File: src/rtl/timer_reader.sv
// Requester for a t_en/t_valid/t_out value generator: captures each served sample
// into a show-ahead FIFO read by a downstream stage, with a request timeout.
module timer_reader #(
  parameter int DEPTH   = 4,
  parameter int TIMEOUT = 255
) (
  input  logic                       clk_i,
  input  logic                       rst_ni,
  input  logic                       start_i,
  output logic                       t_en_o,
  input  logic                       t_valid_i,
  input  logic [15:0]                t_out_i,
  input  logic                       rd_en_i,
  output logic [15:0]                data_out_o,
  output logic                       data_valid_o,
  output logic                       full_o,
  output logic [$clog2(DEPTH):0]     count_o,
  output logic                       timeout_err_o,
  output logic                       drop_err_o
);
  localparam int AW = $clog2(DEPTH);
  localparam int CW = AW + 1;
  localparam logic [15:0] TMO_LAST = 16'(TIMEOUT - 1);

  localparam logic ST_IDLE = 1'b0;
  localparam logic ST_REQ  = 1'b1;

  logic          state_q, state_d;
  logic [15:0]   cnt_q, cnt_d;
  logic          tmo_q, tmo_d;
  logic          drop_q, drop_d;
  logic [15:0]   mem_q [DEPTH];
  logic [AW-1:0] wr_ptr_q, rd_ptr_q;
  logic [CW-1:0] count_q;
  logic          full, wr, rd;

  assign full = (count_q == CW'(DEPTH));
  // Requests are only launched when not full, so a capture never needs a full check.
  assign rd   = rd_en_i && (count_q != '0);

  always_comb begin
    state_d = state_q;
    cnt_d   = cnt_q;
    tmo_d   = 1'b0;
    drop_d  = 1'b0;
    wr      = 1'b0;
    case (state_q)
      ST_IDLE: begin
        if (start_i) begin
          if (full) begin
            drop_d = 1'b1;
          end else begin
            state_d = ST_REQ;
            cnt_d   = '0;
          end
        end
      end
      ST_REQ: begin
        // A sample arriving on the final cycle beats the timeout.
        if (t_valid_i) begin
          wr      = 1'b1;
          state_d = ST_IDLE;
        end else if (cnt_q == TMO_LAST) begin
          tmo_d   = 1'b1;
          state_d = ST_IDLE;
        end else begin
          cnt_d = cnt_q + 16'd1;
        end
      end
      default: state_d = ST_IDLE;
    endcase
  end

  always_ff @(posedge clk_i or negedge rst_ni) begin
    if (!rst_ni) begin
      state_q  <= ST_IDLE;
      cnt_q    <= '0;
      tmo_q    <= 1'b0;
      drop_q   <= 1'b0;
      wr_ptr_q <= '0;
      rd_ptr_q <= '0;
      count_q  <= '0;
      for (int i = 0; i < DEPTH; i++) mem_q[i] <= '0;
    end else begin
      state_q <= state_d;
      cnt_q   <= cnt_d;
      tmo_q   <= tmo_d;
      drop_q  <= drop_d;
      if (wr) begin
        mem_q[wr_ptr_q] <= t_out_i;
        wr_ptr_q        <= wr_ptr_q + 1'b1;
      end
      if (rd) rd_ptr_q <= rd_ptr_q + 1'b1;
      case ({wr, rd})
        2'b10:   count_q <= count_q + 1'b1;
        2'b01:   count_q <= count_q - 1'b1;
        default: count_q <= count_q;
      endcase
    end
  end

  assign t_en_o        = (state_q == ST_REQ);
  assign data_valid_o  = (count_q != '0);
  assign data_out_o    = data_valid_o ? mem_q[rd_ptr_q] : 16'h0000;
  assign full_o        = full;
  assign count_o       = count_q;
  assign timeout_err_o = tmo_q;
  assign drop_err_o    = drop_q;

endmodule

File: config.mk
export PLATFORM = sky130hd
export DESIGN_NAME = timer_reader
export DESIGN_NICKNAME = d
export VERILOG_FILES = /design/src/rtl/timer_reader.sv
export SDC_FILE = /design/constraint.sdc
export NUM_CORES = 1
export LEC_CHECK = 0
export ABC_AREA = 1
export BUFFER_PORTS_ARGS = -buffer_cell sky130_fd_sc_hd__buf_2
export CAP_MARGIN = 20
export CORE_MARGIN = 5
export CORE_UTILIZATION = 32
export CTS_CLUSTER_SIZE = 30
export DETAILED_ROUTE_END_ITERATION = 8
export GPL_TIMING_DRIVEN = 1
export PLACE_DENSITY_LB_ADDON = 0.15
export SLEW_MARGIN = 10
export SYNTH_ARGS = -nofsm -noshare
export SYNTH_HDL_FRONTEND = slang
export SYNTH_SLANG_ARGS = --single-unit
File: constraint.sdc
create_clock -name clk_i -period 2.86 [get_ports clk_i]
set_clock_uncertainty 0.1 [all_clocks]
set_input_delay 0.286 -clock clk_i [delete_from_list [all_inputs] [get_ports clk_i]]
set_output_delay 0.286 -clock clk_i [all_outputs]
set_load 0.01 [all_outputs]
==> results.json, run 1 <==
{
  "track_usage": 0.135,
  "root_buffer": "clkbuf_16",
  "ant_nets": 0,
  "power.density_nw_per_um2": 1060,
  "slowest_stage": "dfrtp_1",
  "synth_seq_cells": 90,
  "cts.path.max_buffers": 2,
  "cts-resized-gates": 0,
  "power.leakage_nw": 2.38,
  "setup-violations-final": 0,
  "grt_pass1_wl_microns": 17600,
  "port_buffers": 44,
  "gp_congestion": 0.789,
  "final-max-slew-violation-count": 0,
  "fin_crit_sh": 0.740,
  "post_synth_num_cell_types": 28,
  "drc_errors": 0,
  "wl_met3_microns": 428,
  "status": "finished, final reports clean",
  "cts_buffers": 9,
  "hp-class": "primary input to flop",
  "insertion_delay_ps": 350,
  "cap_violations": 0,
  "cts_sinks": 90,
  "crit_arrival_ps": 1730,
  "die_w_microns": 127,
  "antenna_found_initial": 0,
  "end_kind": "output pin",
  "wl_microns": 10200,
  "layout-drive-gt1-share": 0.152,
  "nNetsFinal": 608,
  "post_drt_wl_per_cell_microns": 13.4,
  "worstPathCellList": "inv_2 -> o21ai_0 -> a21oi_1 -> buf_2",
  "fmax_mhz": 473,
  "top_layer": "met4",
  "crit_type": "flop to output pin",
  "tightest_slew_ps": 615,
  "required_ps": 2470,
  "dieArea_sq_um": 16000,
  "yosys_warnings": 0,
  "area_delta_synth_final_pct": 16.0,
  "diodes": 0,
  "path_clk_slew_ps": 60,
  "worst_setup_path_start_kind": "flop",
  "period_minus_slack_ps": 2120,
  "initial_utilization": 0.327,
  "hold_viol_final": 0,
  "syn_avg_cell_area_sq_um": 8.09,
  "die_h_microns": 127,
  "grt_start_max_net_pins": 48,
  "fillers": 1415,
  "num_rows": 42,
  "relSlewSlack": 0.590,
  "drtIter0Drc": 204,
  "rsz0062_at_grt": "false",
  "synth_fp_nets": 567,
  "irDropWorstVdd_mv": 0.571,
  "cp_slowest_stage_delay_ps": 400,
  "dp_hpwl_microns": 6800,
  "core_sq_um": 13300,
  "synth_area_sq_um": 4350,
  "worstPathMaxFanout": 32,
  "grt_pass1_vias": 3567,
  "ys_seq_area_frac": 0.518,
  "grt-ovfl-total": 0,
  "tritoncts": "done",
  "fin_hold_ws_ps": 66.3,
  "met2_length_microns": 4730,
  "via_per_inst": 4.60,
  "synth_cells": 538,
  "vias": 3495,
  "firstDrtPassIters": 4,
  "setup_tns_ps": 0,
  "wl_met1_microns": 4930,
  "ios": 45,
  "htree_levels": 3
}
## critical path, delay by kind of cell (launching register included)
family          cells  cell delay [ps]
buf+inv             2              560
compound gates      2              410
flops               1              400
## cell usage after synthesis
| master | instances | share of area |
|---|---|---|
| nand2_1 | 120 | 0.10 |
| dfrtp_1 | 90 | 0.52 |
| nor2_1 | 82 | 0.071 |
| o21ai_1 | 79 | 0.091 |
| o21ai_0 | 35 | 0.040 |
| inv_1 | 30 | 0.026 |
| buf_2 | 18 | 0.021 |
| a21oi_1 | 17 | 0.020 |
| nand3_1 | 13 | 0.015 |
| inv_2 | 9 | 0.0078 |
| ha_1 | 7 | 0.020 |
| xor2_1 | 6 | 0.012 |
| xnor2_1 | 5 | 0.010 |
| clkbuf_1 | 4 | 0.0035 |
| nand2_2 | 3 | 0.0043 |
| nand3_2 | 3 | 0.0069 |
| nand4_1 | 3 | 0.0043 |
| nor3_1 | 3 | 0.0035 |
| nor2_2 | 2 | 0.0029 |
| buf_1 | 1 | 0.00086 |
| buf_6 | 1 | 0.0026 |
| clkinv_1 | 1 | 0.00086 |
| fa_1 | 1 | 0.0046 |
| nand2_4 | 1 | 0.0026 |
| nor3_4 | 1 | 0.0037 |
| o21ai_2 | 1 | 0.0020 |
| o21bai_1 | 1 | 0.0017 |
| or2_2 | 1 | 0.0014 |
## metal layers
layer,vias to the layer above,track usage
li1,1816,-
met1,1618,0.172
met2,53,0.225
met3,8,0.0420
met4,0,0.0353
met5,-,0
## cells by family (layout without fill, tap and decap cells)
kind of cell | Yosys count | after routing | synth area share
DFF | 90 | 90 | 0.518
xor gates and xnor gates | 11 | 11 | 0.0221
buffers and inverters | 64 | 110 | 0.0621
adders and majority gates | 8 | 8 | 0.0247
and+or+nand+nor | 232 | 232 | 0.219
AOI/OAI and AO/OA | 133 | 133 | 0.154
## metrics by stage
| stage | util | setup slack [ps] | instance area [sq um] | total power (W) | std cells |
|---|---|---|---|---|---|
| 6_report | 0.379 | 744 | 5040 | 0.00535 | 760 |
| 5_1_grt | 0.379 | 520 | 5040 | 0.00584 | 760 |
| 4_1_cts | 0.379 | 689 | 5040 | 0.00545 | 760 |
| 3_5_place_dp | 0.358 | 875 | 4750 | 0.00429 | 743 |
| 3_3_place_gp | 0.358 | 935 | 4750 | 0.00425 | 743 |
| 2_1_floorplan | - | 939 | 4350 | 0.00357 | 538 |
## power breakdown
| group | total [W] | switching, W | internal, W | leakage, nW |
|---|---|---|---|---|
| sequential | 0.00207 | 0.000303 | 0.00177 | 1.15 |
| clock | 0.00113 | 0.000507 | 0.000618 | 0.136 |
| combinational | 0.00215 | 0.00132 | 0.000830 | 1.09 |
| total | 0.00535 | 0.00214 | 0.00322 | 2.38 |
## path summary, 6_finish.rpt
path / slack [ps] / end / from / cells past startpoint
max in group asynchronous: 1600 / cnt_q[1]$_DFFE_PN0P_ / rst_ni / 3
hold / removal: 70 / timeout_err_o$_DFF_PN0_ / t_valid_i / 2
hold reg to reg: 390 / mem_q[44]$_DFFE_PN0P_ / mem_q[44]$_DFFE_PN0P_ / 2
setup / recovery: 740 / data_out_o[13] / rd_ptr_q[0]$_DFFE_PN0P_ / 4
min in group asynchronous: 380 / mem_q[3]$_DFFE_PN0P_ / rst_ni / 2
setup reg to reg: 850 / count_o[2]$_DFFE_PN0P_ / count_o[0]$_DFFE_PN0P_ / 8
## layout by cell type, fill, tap and decap left out
cell type      count
nand3_1           13
clkbuf_1           1
clkbuf_8           1
buf_12             1
xnor2_1            5
o21ai_0           35
o21ai_1           79
nand2_1          120
nor3_4             1
dfrtp_1           90
nand2_4            1
clkinvlp_4         1
nand4_1            3
nand3_2            3
inv_2              9
buf_4              9
nand2_2            3
dlygate4sd3_1      1
clkinv_1           1
clkinv_4           2
buf_2             43
nor2_2             2
or2_2              1
nor2_1            82
o21bai_1           1
clkbuf_16          9
nor3_1             3
clkinv_2           1
inv_1             30
o21ai_2            1
inv_6              1
a21oi_1           17
fa_1               1
ha_1               7
xor2_1             6
## flip-flops by register name, summed over array words and instances, names as in the netlist
register,count
drop_err_o,1
mem_q,64
cnt_q,16
wr_ptr_q,2
rd_ptr_q,2
count_o,3
t_en_o,1
timeout_err_o,1
## layout make-up
class	instances	area [sq um]	area share
Clock buffer	11	243	0.0481
Clock inverter	5	38.8	0.00769
Inverter	40	150	0.0298
Multi-Input combinational cell	384	1830	0.362
Sequential cell	90	2250	0.446
Tap cell	176	220	0.0437
Timing Repair Buffer	54	313	0.0620
## repair_timing
action	in CTS	in global routing
buffers inserted	0	0
hold buffers	1	0
endpoints found under the hold margin	43	0
Note: power is estimated with default switching activity, not from simulation.
==> run 2: changes to the inputs <==
==> constraint.sdc (replaced) <==
create_clock -name clk_i -period 1.9 [get_ports clk_i]
set_clock_uncertainty 0.1 [all_clocks]
set_input_delay 0.19 -clock clk_i [delete_from_list [all_inputs] [get_ports clk_i]]
set_output_delay 0.19 -clock clk_i [all_outputs]
set_load 0.01 [all_outputs]
==> run 2 against run 1 <==
Compared with the run above: worst setup slack got worse by 720 ps; via count increased by 1.7%; routed wire length is 1.8% higher; clock-buffer cell count down 1; register-to-register slack worse by 800 ps; cell count increased by 1.6%; core utilization rose by 1.2 points; combinational power grew 61%; sequential power up 53%; power up 56%; clock power rose by 51%; die area is the same; largest cell class unchanged.
==> results.json, run 2 (synthesized netlist as in run 1, its figures left out) <==
{
  "status": "finished, final reports clean",
  "tightest_slew_ps": 551,
  "clock_power_share": 0.206,
  "fin_crit_sh": 0.988,
  "layout_common_cells": "120 x nand2_1, 85 x dfrtp_1, 81 x o21ai_1",
  "nNetsFinal": 620,
  "crit_arrival_ps": 2000,
  "num_rows": 42,
  "track_usage": 0.137,
  "worstPathCellList": "dlygate4sd3_1 -> buf_2 -> nand2_2 -> ha_1 -> inv_1 -> fa_1 -> a21oi_2 -> o21ai_1 -> xnor2_1",
  "slowest_stage": "dlygate4sd3_1",
  "cp_slowest_stage_delay_ps": 530,
  "worst_setup_path_start_kind": "primary input",
  "path_delay_family": "buffers and inverters",
  "diodes": 0,
  "grt_pass1_wl_microns": 17900,
  "vias": 3554,
  "hp-class": "primary input to flop",
  "grt_pass1_vias": 3582,
  "tritoncts": "done",
  "cts_sinks": 90,
  "cap_violations": 0,
  "insertion_delay_ps": 340,
  "end_kind": "flop",
  "gp_congestion": 0.834,
  "core_sq_um": 13300,
  "post_drt_wl_per_cell_microns": 13.4,
  "period_minus_slack_ps": 1880,
  "dieArea_sq_um": 16000,
  "required_ps": 2020,
  "netSwitchingPower_w": 0.00328,
  "layout-drive-gt1-share": 0.183,
  "initial_utilization": 0.327,
  "port_buffers": 44,
  "ios": 45,
  "regArea_sq_um": 2260,
  "cts_buffers": 9,
  "switching_share": 0.394,
  "final_common_cell": "nand2_1",
  "final_core_util": 0.391,
  "critPathBufInv": 3,
  "seqPwrFrac": 0.379,
  "irDropWorstVdd_mv": 0.721,
  "grt_start_max_net_pins": 41,
  "die_h_microns": 127,
  "p_int_w": 0.00505,
  "via_per_inst": 4.60,
  "root_buffer": "clkbuf_16",
  "grt-ovfl-total": 0,
  "relSlewSlack": 0.632,
  "fillers": 1397,
  "drc_errors": 0,
  "combPwrFrac": 0.415,
  "largest_reg_flops": 64,
  "fmax_mhz": 532,
  "hold_viol_final": 0,
  "final-max-slew-violation-count": 0,
  "wl_microns": 10400,
  "power.leakage_nw": 2.45,
  "drtIter0Drc": 221,
  "die_w_microns": 127,
  "area_delta_synth_final_pct": 19.6,
  "fin_hold_ws_ps": 47.9,
  "setup-violations-final": 0,
  "dp_hpwl_microns": 6970,
  "firstDrtPassIters": 4,
  "ant_nets": 0,
  "power.density_nw_per_um2": 1600,
  "htree_levels": 3,
  "max_flop_register": "mem_q",
  "multiInputGateArea_sq_um": 1840,
  "crit_type": "primary input to flop",
  "cts.path.max_buffers": 2,
  "antenna_found_initial": 0,
  "rsz0062_at_grt": "true",
  "worstPathMaxFanout": 4,
  "path_clk_slew_ps": 70
}
-- run 2: cell count changes in the layout (fill, tap and decap cells not counted), sizes merged --
| cell | before | now |
|---|---|---|
| clkinv | 4 | 3 |
| buf | 53 | 63 |
| clkinvlp | 1 | 2 |
| inv | 40 | 41 |
| clkbuf | 11 | 10 |
| dlygate4sd3 | 1 | 3 |
-- run 2: metrics by stage --
step	power [W]	cells	instance area (sq um)	setup slack [ps]	TNS, ps
2_1_floorplan	0.00537	538	4350	16.8	0
3_3_place_gp	0.00645	750	4810	109	0
3_5_place_dp	0.00652	750	4810	20.6	0
4_1_cts	0.00830	769	5130	-7.23	-7.23
5_1_grt	0.00912	772	5200	-84.4	-378
6_report	0.00833	772	5200	22.0	0
-- run 2: per-layer routing --
layer / GRT usage / vias to the layer above / part of all wire
met5: 0 / - / 0
met3: 0.0399 / 5 / 0.039
met4: 0.0284 / 0 / 0.0067
met2: 0.229 / 53 / 0.47
met1: 0.177 / 1659 / 0.48
li1: - / 1837 / -
-- run 2: power groups by stage --
stage	clock, W	combinational (W)	sequential (W)
global placement	0	0.00332	0.00313
finish	0.00171	0.00346	0.00316
detailed placement	0	0.00336	0.00316
global route	0.00186	0.00400	0.00326
CTS	0.00178	0.00338	0.00314
floorplan	0	0.00231	0.00306
-- run 2: timing repair --
item                                    CTS  global route
pin swaps                                 1             2
resized for setup                         3            17
buffers inserted                          0             3
hold endpoints to repair                 38             0
hold buffers                              3             0
endpoints found under the setup margin   13            17
-- run 2: cell type report --
cell class	count	share of cell area
Multi-Input combinational cell	384	0.354
Sequential cell	90	0.434
Timing Repair Buffer	66	0.0846
Clock buffer	10	0.0459
Tap cell	176	0.0423
Inverter	40	0.0303
Clock inverter	6	0.00938
-- run 2: worst paths after layout --
| check | startpoint | to | slack [ps] | cells after the start |
|---|---|---|---|---|
| setup / recovery | t_valid_i | count_o[2]$_DFFE_PN0P_ | 20 | 9 |
| hold / removal | t_out_i[15] | mem_q[31]$_DFFE_PN0P_ | 50 | 3 |
| setup reg to reg | count_o[0]$_DFFE_PN0P_ | count_o[2]$_DFFE_PN0P_ | 50 | 8 |
| hold reg to reg | mem_q[39]$_DFFE_PN0P_ | mem_q[39]$_DFFE_PN0P_ | 380 | 2 |
| max in group asynchronous | rst_ni | mem_q[54]$_DFFE_PN0P_ | 750 | 3 |
| min in group asynchronous | rst_ni | mem_q[2]$_DFFE_PN0P_ | 270 | 2 |
-- run 2: tightest hold or removal path: cells and delay by family --
| kind | cells | cell delay [ps] |
|---|---|---|
| AOI/OAI and AO/OA | 1 | 130 |
| buffers and inverters | 2 | 140 |
